`config.mk`:
```
export PLATFORM = sky130hd
export DESIGN_NAME = vga_timing_gen
export DESIGN_NICKNAME = d
export VERILOG_FILES = /design/src/rtl/vga_timing_pkg.sv /design/src/rtl/vga_axis_counter.sv /design/src/rtl/vga_timing_gen.sv
export SDC_FILE = /design/constraint.sdc
export NUM_CORES = 1
export LEC_CHECK = 0
export CAP_MARGIN = 15
export CORE_MARGIN = 8
export CORE_UTILIZATION = 46
export CTS_CLUSTER_SIZE = 24
export DETAILED_ROUTE_END_ITERATION = 8
export GPL_TIMING_DRIVEN = 0
export PLACE_DENSITY = 0.75
export SLEW_MARGIN = 25
export SYNTH_ARGS = -nofsm -noshare
export SYNTH_HDL_FRONTEND = slang
export SYNTH_SLANG_ARGS = --single-unit
export TNS_END_PERCENT = 50
```
`constraint.sdc`:
```
create_clock -name clk -period 1.8 [get_ports clk]
set_input_delay 0.36 -clock clk [delete_from_list [all_inputs] [get_ports clk]]
set_output_delay 0.36 -clock clk [all_outputs]
set_load 0.005 [all_outputs]
```
`src/rtl/vga_timing_pkg.sv`:
```
// -----------------------------------------------------------------------------
// vga_timing_pkg
// Shared definitions for the VGA timing generator: default 640x480@60 timing,
// derived line/frame totals, coordinate and RGB565 types, and the pipeline
// stage records used by vga_timing_gen.
// -----------------------------------------------------------------------------
package vga_timing_pkg;

  localparam int unsigned COORD_W = 10;

  // Default 640x480 timing (pixel clock ~25.2 MHz).
  localparam int unsigned H_ACTIVE_DEF = 640;
  localparam int unsigned H_FP_DEF     = 16;
  localparam int unsigned H_SYNC_DEF   = 96;
  localparam int unsigned H_BP_DEF     = 48;
  localparam int unsigned V_ACTIVE_DEF = 480;
  localparam int unsigned V_FP_DEF     = 10;
  localparam int unsigned V_SYNC_DEF   = 2;
  localparam int unsigned V_BP_DEF     = 33;

  function automatic int unsigned axis_total(input int unsigned active,
                                             input int unsigned fp,
                                             input int unsigned sync,
                                             input int unsigned bp);
    return active + fp + sync + bp;
  endfunction

  localparam int unsigned H_TOTAL = axis_total(H_ACTIVE_DEF, H_FP_DEF, H_SYNC_DEF, H_BP_DEF); // 800
  localparam int unsigned V_TOTAL = axis_total(V_ACTIVE_DEF, V_FP_DEF, V_SYNC_DEF, V_BP_DEF); // 525

  typedef logic [COORD_W-1:0] coord_t;
  typedef logic [15:0]        rgb565_t;

  // Stage 1: the pixel request plus the sync decode for the same (h,v).
  typedef struct packed {
    logic   valid;
    coord_t x;
    coord_t y;
    logic   frame_start;
    logic   line_start;
    logic   hsync_n;
    logic   vsync_n;
  } req_stage_t;

  // Stage 2: control delayed while the pixel source answers the request.
  typedef struct packed {
    logic valid;
    logic hsync_n;
    logic vsync_n;
  } ctl_stage_t;

  localparam req_stage_t REQ_STAGE_RST = '{valid: 1'b0, x: '0, y: '0,
                                           frame_start: 1'b0, line_start: 1'b0,
                                           hsync_n: 1'b1, vsync_n: 1'b1};
  localparam ctl_stage_t CTL_STAGE_RST = '{valid: 1'b0, hsync_n: 1'b1, vsync_n: 1'b1};

endpackage

```
`src/rtl/vga_axis_counter.sv`:
```
// -----------------------------------------------------------------------------
// vga_axis_counter
// Wrap counter for one display axis (pixels of a line, or lines of a frame),
// with terminal-count, active-region and sync-window decode.
//   clk, rst_n : clock, asynchronous active-low reset
//   clear      : synchronous return to 0 (has priority over advance)
//   advance    : count one step; wraps to 0 after ACTIVE+FP+SYNC+BP-1
//   count      : current position
//   active     : count is inside the visible region
//   sync_n     : active-low sync, low for ACTIVE+FP .. ACTIVE+FP+SYNC-1
//   last       : count is at the terminal value
// -----------------------------------------------------------------------------
module vga_axis_counter
  import vga_timing_pkg::*;
#(
  parameter int unsigned ACTIVE = H_ACTIVE_DEF,
  parameter int unsigned FP     = H_FP_DEF,
  parameter int unsigned SYNC   = H_SYNC_DEF,
  parameter int unsigned BP     = H_BP_DEF
) (
  input  logic   clk,
  input  logic   rst_n,
  input  logic   clear,
  input  logic   advance,
  output coord_t count,
  output logic   active,
  output logic   sync_n,
  output logic   last
);

  localparam int unsigned TOTAL      = axis_total(ACTIVE, FP, SYNC, BP);
  localparam coord_t      LAST_C     = coord_t'(TOTAL - 1);
  localparam coord_t      ACTIVE_C   = coord_t'(ACTIVE);
  localparam coord_t      SYNC_FIRST = coord_t'(ACTIVE + FP);
  localparam coord_t      SYNC_LAST  = coord_t'(ACTIVE + FP + SYNC - 1);

  coord_t count_q, count_d;

  // NOTE: every signal written in always_comb gets a default first, so no
  // path through the block can leave it unassigned and infer a latch.
  always_comb begin
    count_d = count_q;
    if (clear) begin
      count_d = '0;
    end else if (advance) begin
      count_d = last ? '0 : count_q + coord_t'(1);
    end
  end

  // NOTE: state registers use non-blocking assignments so every flop samples
  // the pre-edge value of its neighbours, independent of statement order.
  always_ff @(posedge clk or negedge rst_n) begin
    if (!rst_n) count_q <= '0;
    else        count_q <= count_d;
  end

  assign count  = count_q;
  assign last   = (count_q == LAST_C);
  assign active = (count_q < ACTIVE_C);
  assign sync_n = !((count_q >= SYNC_FIRST) && (count_q <= SYNC_LAST));

endmodule

```
`src/rtl/vga_timing_gen.sv`:
```
// -----------------------------------------------------------------------------
// vga_timing_gen
// VGA raster timing with a pixel-fetch request port. Each raster position
// (h,v) is issued as a request; the pixel source answers one cycle later and
// the pixel, together with hsync/vsync/de for that position, leaves two cycles
// after the request.
//   clk, reset_n : pixel clock, asynchronous active-low reset
//   en           : run enable; low restarts the raster and flushes the pipe
//   req_valid, req_x, req_y : pixel fetch request (coords hold when idle)
//   frame_start  : with request (0,0);  line_start : with request (0,y)
//   rgb_in       : RGB565 answer, valid exactly one cycle after req_valid
//   hsync, vsync : active-low syncs;  de : display enable
//   rgb_out      : pixel to the encoder, forced to 0 while de=0
// -----------------------------------------------------------------------------
module vga_timing_gen
  import vga_timing_pkg::*;
#(
  parameter int unsigned H_ACTIVE = H_ACTIVE_DEF,
  parameter int unsigned H_FP     = H_FP_DEF,
  parameter int unsigned H_SYNC   = H_SYNC_DEF,
  parameter int unsigned H_BP     = H_BP_DEF,
  parameter int unsigned V_ACTIVE = V_ACTIVE_DEF,
  parameter int unsigned V_FP     = V_FP_DEF,
  parameter int unsigned V_SYNC   = V_SYNC_DEF,
  parameter int unsigned V_BP     = V_BP_DEF
) (
  input  logic    clk,
  input  logic    reset_n,
  input  logic    en,
  output logic    req_valid,
  output coord_t  req_x,
  output coord_t  req_y,
  output logic    frame_start,
  output logic    line_start,
  input  rgb565_t rgb_in,
  output logic    hsync,
  output logic    vsync,
  output logic    de,
  output rgb565_t rgb_out
);

  // run_q delays the start by one edge after reset release or en rising, so
  // the first request (0,0) always lands on the second edge with en high.
  logic       run_q, run_d;
  coord_t     h_count, v_count;
  logic       h_active, v_active, h_sync_n, v_sync_n, h_last;
  logic       v_last_unused;

  req_stage_t req_q, req_d;
  ctl_stage_t ctl_q, ctl_d;
  logic       hsync_q, hsync_d, vsync_q, vsync_d, de_q, de_d;
  rgb565_t    rgb_q, rgb_d;

  vga_axis_counter #(
    .ACTIVE (H_ACTIVE), .FP (H_FP), .SYNC (H_SYNC), .BP (H_BP)
  ) u_h_counter (
    .clk     (clk),
    .rst_n   (reset_n),
    .clear   (!en),
    .advance (run_q),
    .count   (h_count),
    .active  (h_active),
    .sync_n  (h_sync_n),
    .last    (h_last)
  );

  vga_axis_counter #(
    .ACTIVE (V_ACTIVE), .FP (V_FP), .SYNC (V_SYNC), .BP (V_BP)
  ) u_v_counter (
    .clk     (clk),
    .rst_n   (reset_n),
    .clear   (!en),
    .advance (run_q && h_last),
    .count   (v_count),
    .active  (v_active),
    .sync_n  (v_sync_n),
    .last    (v_last_unused)
  );

  assign run_d = en;

  // Stage 1: request for the current (h,v). Coordinates hold through blanking.
  always_comb begin
    req_d             = req_q;
    req_d.valid       = 1'b0;
    req_d.frame_start = 1'b0;
    req_d.line_start  = 1'b0;
    req_d.hsync_n     = 1'b1;
    req_d.vsync_n     = 1'b1;
    if (!en) begin
      req_d = REQ_STAGE_RST;
    end else if (run_q) begin
      req_d.valid   = h_active && v_active;
      req_d.hsync_n = h_sync_n;
      req_d.vsync_n = v_sync_n;
      if (h_active && v_active) begin
        req_d.x           = h_count;
        req_d.y           = v_count;
        req_d.line_start  = (h_count == '0);
        req_d.frame_start = (h_count == '0) && (v_count == '0);
      end
    end
  end

  // Stage 2: control waits one cycle while the source produces the pixel.
  always_comb begin
    ctl_d = CTL_STAGE_RST;
    if (en) begin
      ctl_d = '{valid: req_q.valid, hsync_n: req_q.hsync_n, vsync_n: req_q.vsync_n};
    end
  end

  // Stage 3: rgb_in is captured here on the edge that closes its valid cycle,
  // so pixel and syncs for one position leave together.
  always_comb begin
    hsync_d = 1'b1;
    vsync_d = 1'b1;
    de_d    = 1'b0;
    rgb_d   = '0;
    if (en) begin
      hsync_d = ctl_q.hsync_n;
      vsync_d = ctl_q.vsync_n;
      de_d    = ctl_q.valid;
      if (ctl_q.valid) rgb_d = rgb_in;
    end
  end

  always_ff @(posedge clk or negedge reset_n) begin
    if (!reset_n) begin
      run_q   <= 1'b0;
      req_q   <= REQ_STAGE_RST;
      ctl_q   <= CTL_STAGE_RST;
      hsync_q <= 1'b1;
      vsync_q <= 1'b1;
      de_q    <= 1'b0;
      rgb_q   <= '0;
    end else begin
      run_q   <= run_d;
      req_q   <= req_d;
      ctl_q   <= ctl_d;
      hsync_q <= hsync_d;
      vsync_q <= vsync_d;
      de_q    <= de_d;
      rgb_q   <= rgb_d;
    end
  end

  assign req_valid   = req_q.valid;
  assign req_x       = req_q.x;
  assign req_y       = req_q.y;
  assign frame_start = req_q.frame_start;
  assign line_start  = req_q.line_start;
  assign hsync       = hsync_q;
  assign vsync       = vsync_q;
  assign de          = de_q;
  assign rgb_out     = rgb_q;

endmodule

```
# After elaboration in Yosys (flattened, before gate mapping)
# Cells that the tools add are included.
[classes]
addsub = 2
n_lt_le_gt_ge = 6
n_eq_ne = 5
n_mux = 15
n_reduce_logical = 10
[op_table]
columns = ["op", "n"]
rows = [
  ["10-bit 2-to-1 mux", 6],
  ["25-bit 2-to-1 mux", 2],
  ["16-bit 2-to-1 mux", 2],
  ["22-bit 2-to-1 mux", 1],
  ["10-bit by 1-bit adder with 10-bit output, second input constant", 2],
  ["10-bit == test, second input constant", 2],
  ["10-bit zero test", 2],
  ["10-bit >= comparator, second input constant", 1],
  ["10-bit by 9-bit >= comparator with 1-bit output, second input constant", 1],
  ["10-bit less-or-equal comparator, second input constant", 1],
  ["10-bit by 9-bit less-or-equal comparator with 1-bit output, second input constant", 1],
  ["10-bit less-than comparator, second input constant", 1],
  ["10-bit by 9-bit less-than comparator with 1-bit output, second input constant", 1],
  ["2-bit by 1-bit inequality test with 1-bit output, second input constant", 3],
  ["1-bit logical AND", 5],
  ["1-bit 2-to-1 mux", 3],
  ["3-bit 2-to-1 mux", 1],
  ["1-bit zero test", 2],
  ["2-bit AND reduction", 1],
]
[word_totals]
regBits = 68
in_bits = 19
output_inout_bits = 42
wordCells = 55

# Logic depth before layout (Yosys ltp)
# Gate-level depths: netlist of run 1.
[depth]
word_depth = 5
ltp_mapped = 6
mapped_depth_nobuf = 5

# By module
# Synthesis of run 1 repeated with hierarchy kept, for this count alone.
[unflattened]
hier_cells = 258
area_unflattened_um2 = 3004.1
[by_module_without_submodules]
columns = ["module", "n_inst", "cells_per_inst", "area_each_um2", "seq_area_each_um2"]
rows = [
  ["vga_timing_gen", 1, 131, 1805.5, 1208.7],
  ["vga_axis_counter (u_h_counter)", 1, 67, 623.1, 250.2],
  ["vga_axis_counter (u_v_counter)", 1, 60, 575.6, 250.2],
]

# Worst setup path after synthesis of run 1
# No wires, ideal clock.
[synth_path]
kind = "flip-flop to flip-flop"
from = "register u_h_counter.count_q[7] (netlist: u_h_counter.count[7])"
to = "register u_v_counter.count_q[4] (netlist: u_v_counter.count[4])"
setup_ns = 0.087
arrival_time_ns = 1.920
required_time_ns = 1.713
setup_slack_ns = -0.207
path_stages_with_launch = 6
path_buffers = 1
synth_period_minus_slack_ns = 2.007
path_cell_list = "dfrtp_1 buf_6 or4b_4 o31a_4 or4_1 o211ai_1"
[synth_via]
elab_chain_cells = 3
[synth_lines]
columns = ["element", "line", "text"]
rows = [
  ["start: declaration", "vga_axis_counter.sv:37", "coord_t count_q, count_d;"],
  ["start signal: assignment", "vga_axis_counter.sv:54", "else count_q <= count_d;"],
  ["10-bit == test", "vga_axis_counter.sv:58", "assign last = (count_q == LAST_C);"],
  ["1-bit logical AND", "vga_timing_gen.sv:73", ".advance (run_q && h_last),"],
  ["2-bit by 1-bit inequality test with 1-bit output (no line)", "--", ""],
  ["end signal: assignment", "vga_axis_counter.sv:54", ""],
  ["end: declaration", "vga_axis_counter.sv:37", ""],
]
# Every way passes these cells.
# A chain may end at the register's enable or synchronous reset.

# Worst setup path in the final report of run 1
[layout_path]
from = "register u_h_counter.count_q[7] (netlist: u_h_counter.count[7])"
to = "register u_v_counter.count_q[3] (netlist: u_v_counter.count[3])"
# Same word-level chain as after synthesis.

==> impl_metrics.csv, run 1 <==
group,metric,value,unit
run_status,run_status,"finished, violations left",
run_status,violations,"setup timing",
logic_synthesis,synth.yosys.warnings,0,
critical_path,setup.worst_path.start,"u_h_counter.count[7]",
logic_synthesis,synth_largest_area_cell,"dfrtp_1",
critical_path,cpMaxStageDelayCell,"or4b_4",
clocking,clock-root-buffer,"clkbuf_8",
clocking,numCtsBuffers,9,
sta,slew_headroom,71.1,%
logic_synthesis,ys_seq_elements,68,
clocking,htree_levels,3,
sta,max_freq,0.494,GHz
routing,drt_iter0_drc,153,
critical_path,rr_worst_depth,5,
critical_path,cp_max_fo,7,
sta,rsz0062_at_grt,"true",
die,core_region_area,0.00639,mm2
die,die-width,97.6,um
routing,vias,2376,
final_layout,layout-drive-gt1-share,22.7,%
logic_synthesis,netlist_instances,274,
grt,grt_pass1_vias,2297,
clocking,clk_pin_slew,70,ps
grt,antenna_found_initial,0,
sta,period_needed,2020,ps
pwr,p_leak,1.89,nW
routing,routed_via_density,5.47,
grt,grt_overflow,0,
placement,routabilityCongestion,0.935,
critical_path,crit_path_start_kind,"flop",
grt,grt_pass1_wl,11.8,mm
final_layout,nets,376,
placement,place_ws,-1040,ps
logic_synthesis,synth_xor_area_share,1.72,%
sta,drv_slew,0,
logic_synthesis,synth_common_cells,"dfrtp_1 (62), buf_4 (21), and3_1 (20)",
critical_path,regToRegStartpoint,"u_h_counter.count[7]",
job,max_cap_viol_count,0,
die,die_area,0.00953,mm2
routing,wirelength,6.91,mm
placement,place_hpwl,4.77,mm
logic_synthesis,yosysMostFrequentCell,"dfrtp_1",
critical_path,path_delay_family,"simple AND/OR/NAND/NOR gates",
logic_synthesis,synth-simple-area-share,18.6,%
final_layout,final_cells,434,
hold_path,hold_class,"primary input to async pin",
logic_synthesis,synth_top_family_by_area,"simple AND/OR/NAND/NOR gates",
logic_synthesis,synth-main-ff-cell,"dfrtp_1",
sta,finalSetupViolCount,13,
logic_synthesis,synth_compound_area_share,12.9,%
logic_synthesis,synth.yosys.seq_area_share,55.8,%
logic_synthesis,synth.area.top_cells,"dfrtp_1 (51%), a22o_1 (5.4%), dfstp_2 (5.1%)",
die,die_h,97.6,um
placement,dp.cells,412,
placement,portBuffers,60,
critical_path,reg2reg_to,"u_v_counter.count[3]",
sta,worst_pin_slew,433,ps
sta,final.setup.tns,-1720,ps
logic_synthesis,synth_area,0.00306,mm2
critical_path,critPathKind,"flop to flop",
critical_path,critPathBufInv,1,
routing,wl_per_cell,15.9,um
sta,timing.final.ws_setup,-224,ps
logic_synthesis,synth_nets,298,
logic_synthesis,async_reset_ff_share,100,%
logic_synthesis,muxShareOfSynthArea,0,%
critical_path,end_kind,"flop",
clocking,cts.sinks,68,
logic_synthesis,synth_top_area_share,50.7,%
clocking,clockBufferDepth,2,
clocking,cts_tree,"built",
die,core.rowCount,29,
die,ios,61,
critical_path,rrSetupSlack,-220,ps
critical_path,cp.arrival,2270,ps
sta,post-route-period-util,112,%
grt,grt_usage,15.0,%
logic_synthesis,synth-edff-count,0,
logic_synthesis,ys_types,51,
logic_synthesis,synth.avg_cell_area,11.2,um2
routing,antenna_left,0,
critical_path,cpPeakStageDelay,560,ps
critical_path,critPathRequiredTime,2040,ps
pwr,ir_drop,0.000439,V
final_layout,syn2layout_area_growth,34.8,%
routing,drt_first_pass_iters,4,
logic_synthesis,synth-adder-area-share,2.04,%
die,start_util,48.0,%
final_layout,n_antenna_cell,0,
grt,grt_start_max_net_pins,42,
pwr,power.density,746,mW/mm2
clocking,insertion_delay,330,ps
critical_path,path_cells,"buf_6 > or4b_4 > or3_4 > or2_4 > o31ai_2",
sta,fin_worst_skew,9.47,ps
sta,finalHoldViolCount,0,
routing,drc_errors,0,
-- timing repair --
item,4_1_cts,5_1_grt
hold buffers,1,0
resized for setup,12,13
pin swaps,7,2
endpoints found under the setup margin,39,38
hold endpoints to repair,24,0
buffers inserted,4,6
-- where the power goes --
group	switching [mW]	internal, mW	leakage, nW	total, mW
clock network	0.543	0.636	0.0893	1.18
logic	0.154	0.149	0.889	0.303
registers	0.0327	1.57	0.916	1.60
-- worst register-to-register path, stage by stage, from the launching register on --
cell and delay, ps:
dfrtp_1 370, buf_6 130, or4b_4 560, or3_4 410
or2_4 290, o31ai_2 170
-- metrics by stage --
stage	hold WS (ps)	cell area, um2	utilization, %	power (mW)
floorplan	64.4	3070	-	1.76
global placement	464	3770	59.0	1.91
detailed placement	296	3790	59.3	1.92
CTS	482	4040	63.3	3.12
global route	496	4130	64.7	3.23
finish	477	4130	64.7	3.08
-- area by class of cell --
type                    count  area (um2)
fillers                   493        2260
flip-flops and latches     68        1710
multi-input cells         158        1170
repair buffers             72         713
plain buffers              34         220
clock buffers              11         131
well taps                  77        96.3
clock inverters             5        55.1
inverters                   9        35.0
-- registers in the layout (all words and copies together), names as in the netlist, 2 cells and up --
name and count:
u_v_counter.count 10, ctl_q 3, req_y 10, req_q 2, req_x 10, rgb_out 16, u_h_counter.count 10
-- layer usage --
metal	vias to the layer above	wire length (um)	track usage, %
met1	1139	3200	20.4
met4	0	199	7.81
met5	-	0	0
li1	1118	-	-
met3	15	519	3.49
met2	104	2990	21.6
-- cells by family (layout without fill, tap and decap cells) --
family	Yosys count	count (layout)
flops	68	68
simple gates	99	99
buf+inv	48	131
compound gates	48	48
fa+ha+maj	5	5
xor+xnor	6	6
-- cells in the final DEF (no fill, tap or decap), types with 7 or more instances in the layout --
master           netlist  routed
nand3_1                9       8
nand2_1               11      11
and3_1                20      20
a22o_1                19      19
clkbuf_1              13       9
inv_1                  8       8
clkdlybuf4s50_1        0      58
nand4_1               10      10
nor2_1                11      11
dfrtp_1               62      61
o211ai_1               7       7
clkbuf_8               0       9
buf_4                 21      28
nand2b_1               8       8
-- worst max path at each step --
stage | endpoint | cells past startpoint | slack [ps]
after floorplan | u_v_counter.count[3] | 6 | -180
after CTS | u_v_counter.count[5] | 5 | -210
after global placement | req_y[2] | 1 | -1840
after global routing | u_v_counter.count[3] | 5 | -260
final | u_v_counter.count[3] | 5 | -220
after detailed placement | req_x[6] | 5 | -1040
(Power assumes the default switching activity.)
==> run 2, diff against run 1 <==
--- a/constraint.sdc
+++ b/constraint.sdc
@@ -3,2 +3,2 @@
 set_output_delay 0.36 -clock clk [all_outputs]
-set_load 0.005 [all_outputs]
+set_load 0.02 [all_outputs]
==> run 2 against run 1 <==
  * The run still ends with setup timing left
  * Flip-flop and latch count unchanged
  * Clock skew unchanged
  * Design area decreased by 0.30%
  * Register-to-register slack about the same
  * Wire length about the same
  * Critical path type unchanged
==> impl_metrics.csv, run 2 (synthesis results as in run 1) <==
group,metric,value,unit
critical_path,crit_path_start_kind,"flop",
final_layout,layout_common_cells,"dfrtp_1 (61), clkdlybuf4s50_1 (52), buf_4 (32)",
placement,routabilityCongestion,0.935,
critical_path,path_cells,"buf_6 > or4b_4 > or3_4 > or2_4 > o31ai_2",
job,max_cap_viol_count,0,
critical_path,cp_max_fo,7,
run_status,run_status,"finished, violations left",
critical_path,rr_worst_depth,5,
die,die_h,97.6,um
routing,wirelength,6.91,mm
routing,drc_errors,0,
routing,wl_per_cell,15.9,um
routing,vias,2377,
clocking,numCtsBuffers,9,
critical_path,end_kind,"flop",
clocking,cts_tree,"built",
pwr,p_leak,1.90,nW
hold_path,hold_class,"primary input to async pin",
grt,grt_pass1_wl,11.8,mm
routing,drt_first_pass_iters,4,
sta,rsz0062_at_grt,"true",
placement,place_ws,-1040,ps
critical_path,path_delay_family,"simple AND/OR/NAND/NOR gates",
run_status,violations,"setup timing",
sta,max_freq,0.494,GHz
critical_path,rrSetupSlack,-220,ps
die,die-width,97.6,um
final_layout,largest_register_ffs,16,
sta,post-route-period-util,112,%
critical_path,critPathRequiredTime,2040,ps
final_layout,nets,376,
clocking,clk_pin_slew,70,ps
routing,routed_via_density,5.48,
sta,worst_pin_slew,433,ps
grt,grt_usage,15.0,%
pwr,ir_drop,0.000446,V
final_layout,final_common_cell,"dfrtp_1",
final_layout,design_area,0.00412,mm2
critical_path,critPathBufInv,1,
clocking,insertion_delay,330,ps
final_layout,n_antenna_cell,0,
clocking,clockBufferDepth,2,
critical_path,reg2reg_to,"u_v_counter.count[3]",
sta,finalHoldViolCount,0,
die,core_region_area,0.00639,mm2
sta,drv_slew,0,
pwr,power.density,754,mW/mm2
critical_path,cp.arrival,2270,ps
placement,portBuffers,60,
critical_path,cpPeakStageDelay,560,ps
critical_path,critPathKind,"flop to flop",
die,ios,61,
placement,place_area,0.00379,mm2
sta,timing.final.ws_setup,-224,ps
grt,grt_start_max_net_pins,42,
die,start_util,48.0,%
routing,antenna_left,0,
sta,period_needed,2020,ps
grt,antenna_found_initial,0,
grt,grt_pass1_vias,2297,
sta,slew_headroom,71.1,%
placement,place_hpwl,4.77,mm
die,die_area,0.00953,mm2
final_layout,layout-drive-gt1-share,23.8,%
grt,grt_overflow,0,
clocking,clock-root-buffer,"clkbuf_8",
final_layout,syn2layout_area_growth,34.4,%
critical_path,regToRegStartpoint,"u_h_counter.count[7]",
clocking,cts.sinks,68,
die,core.rowCount,29,
routing,drt_iter0_drc,160,
sta,finalSetupViolCount,13,
sta,fin_worst_skew,9.47,ps
critical_path,cpMaxStageDelayCell,"or4b_4",
clocking,htree_levels,3,
-- run 2: worst max path at each step --
stage,to,slack (ps),cells after the start,from
CTS,u_v_counter.count[5],-210,5,u_h_counter.count[6]
floorplan,u_v_counter.count[3],-180,6,u_h_counter.count[6]
global placement,req_y[2],-1840,1,reset_n
global route,u_v_counter.count[3],-260,5,u_h_counter.count[7]
detailed placement,req_x[6],-1040,5,en
finish,u_v_counter.count[3],-220,5,u_h_counter.count[7]
-- run 2: repair_timing --
item	4_1_cts	5_1_grt
endpoints found under the hold margin	24	0
resized for setup	14	17
hold buffers	1	0
pin swaps	7	2
buffers inserted	4	6
endpoints found under the setup margin	41	42
-- run 2: metal layers --
layer	track usage (%)	wire length, um	vias to the layer above
met5	0	0	-
met4	7.81	199	0
met3	3.49	520	15
met2	21.6	2990	104
met1	20.4	3200	1140
li1	-	-	1118
-- run 2: layout make-up --
class,count,area (um2)
fill,495,2270
sequential,68,1710
multi-input combinational,158,1170
timing repair buffer,72,701
buffer,34,220
clock buffer,11,131
tap,77,96.3
clock inverter,5,55.1
inverter,9,35.0
-- run 2: where the power goes --
group / leakage [nW] / total, mW / switching (mW) / internal (mW)
clock: 0.0893 / 1.18 / 0.543 / 0.636
sequential: 0.916 / 1.60 / 0.0327 / 1.57
combinational: 0.893 / 0.325 / 0.177 / 0.148
total: 1.90 / 3.10 / 0.753 / 2.35
-- run 2: worst register-to-register path, stage by stage (launching register included) --
cell and delay (ps):
dfrtp_1 370, buf_6 130, or4b_4 560, or3_4 410, or2_4 290, o31ai_2 170
-- run 2: stage by stage --
step                      hold WS [ps]  total power [mW]  utilization [%]  setup TNS, ps  instances
after floorplan                   64.4              1.78                -          -1250        274
after global placement             464              1.93             59.0        -143420        411
after detailed placement           296              1.94             59.3         -24850        412
after CTS                          482              3.14             63.2          -1820        429
after global routing               496              3.25             64.5          -2240        434
final                              477              3.10             64.5          -1720        434
==> run 3, diff against run 2 <==
- CTS_CLUSTER_DIAMETER: not set -> 120
==> results of run 3 <==
Same layout as run 2: the final DEF is identical, and so are final timing and power.
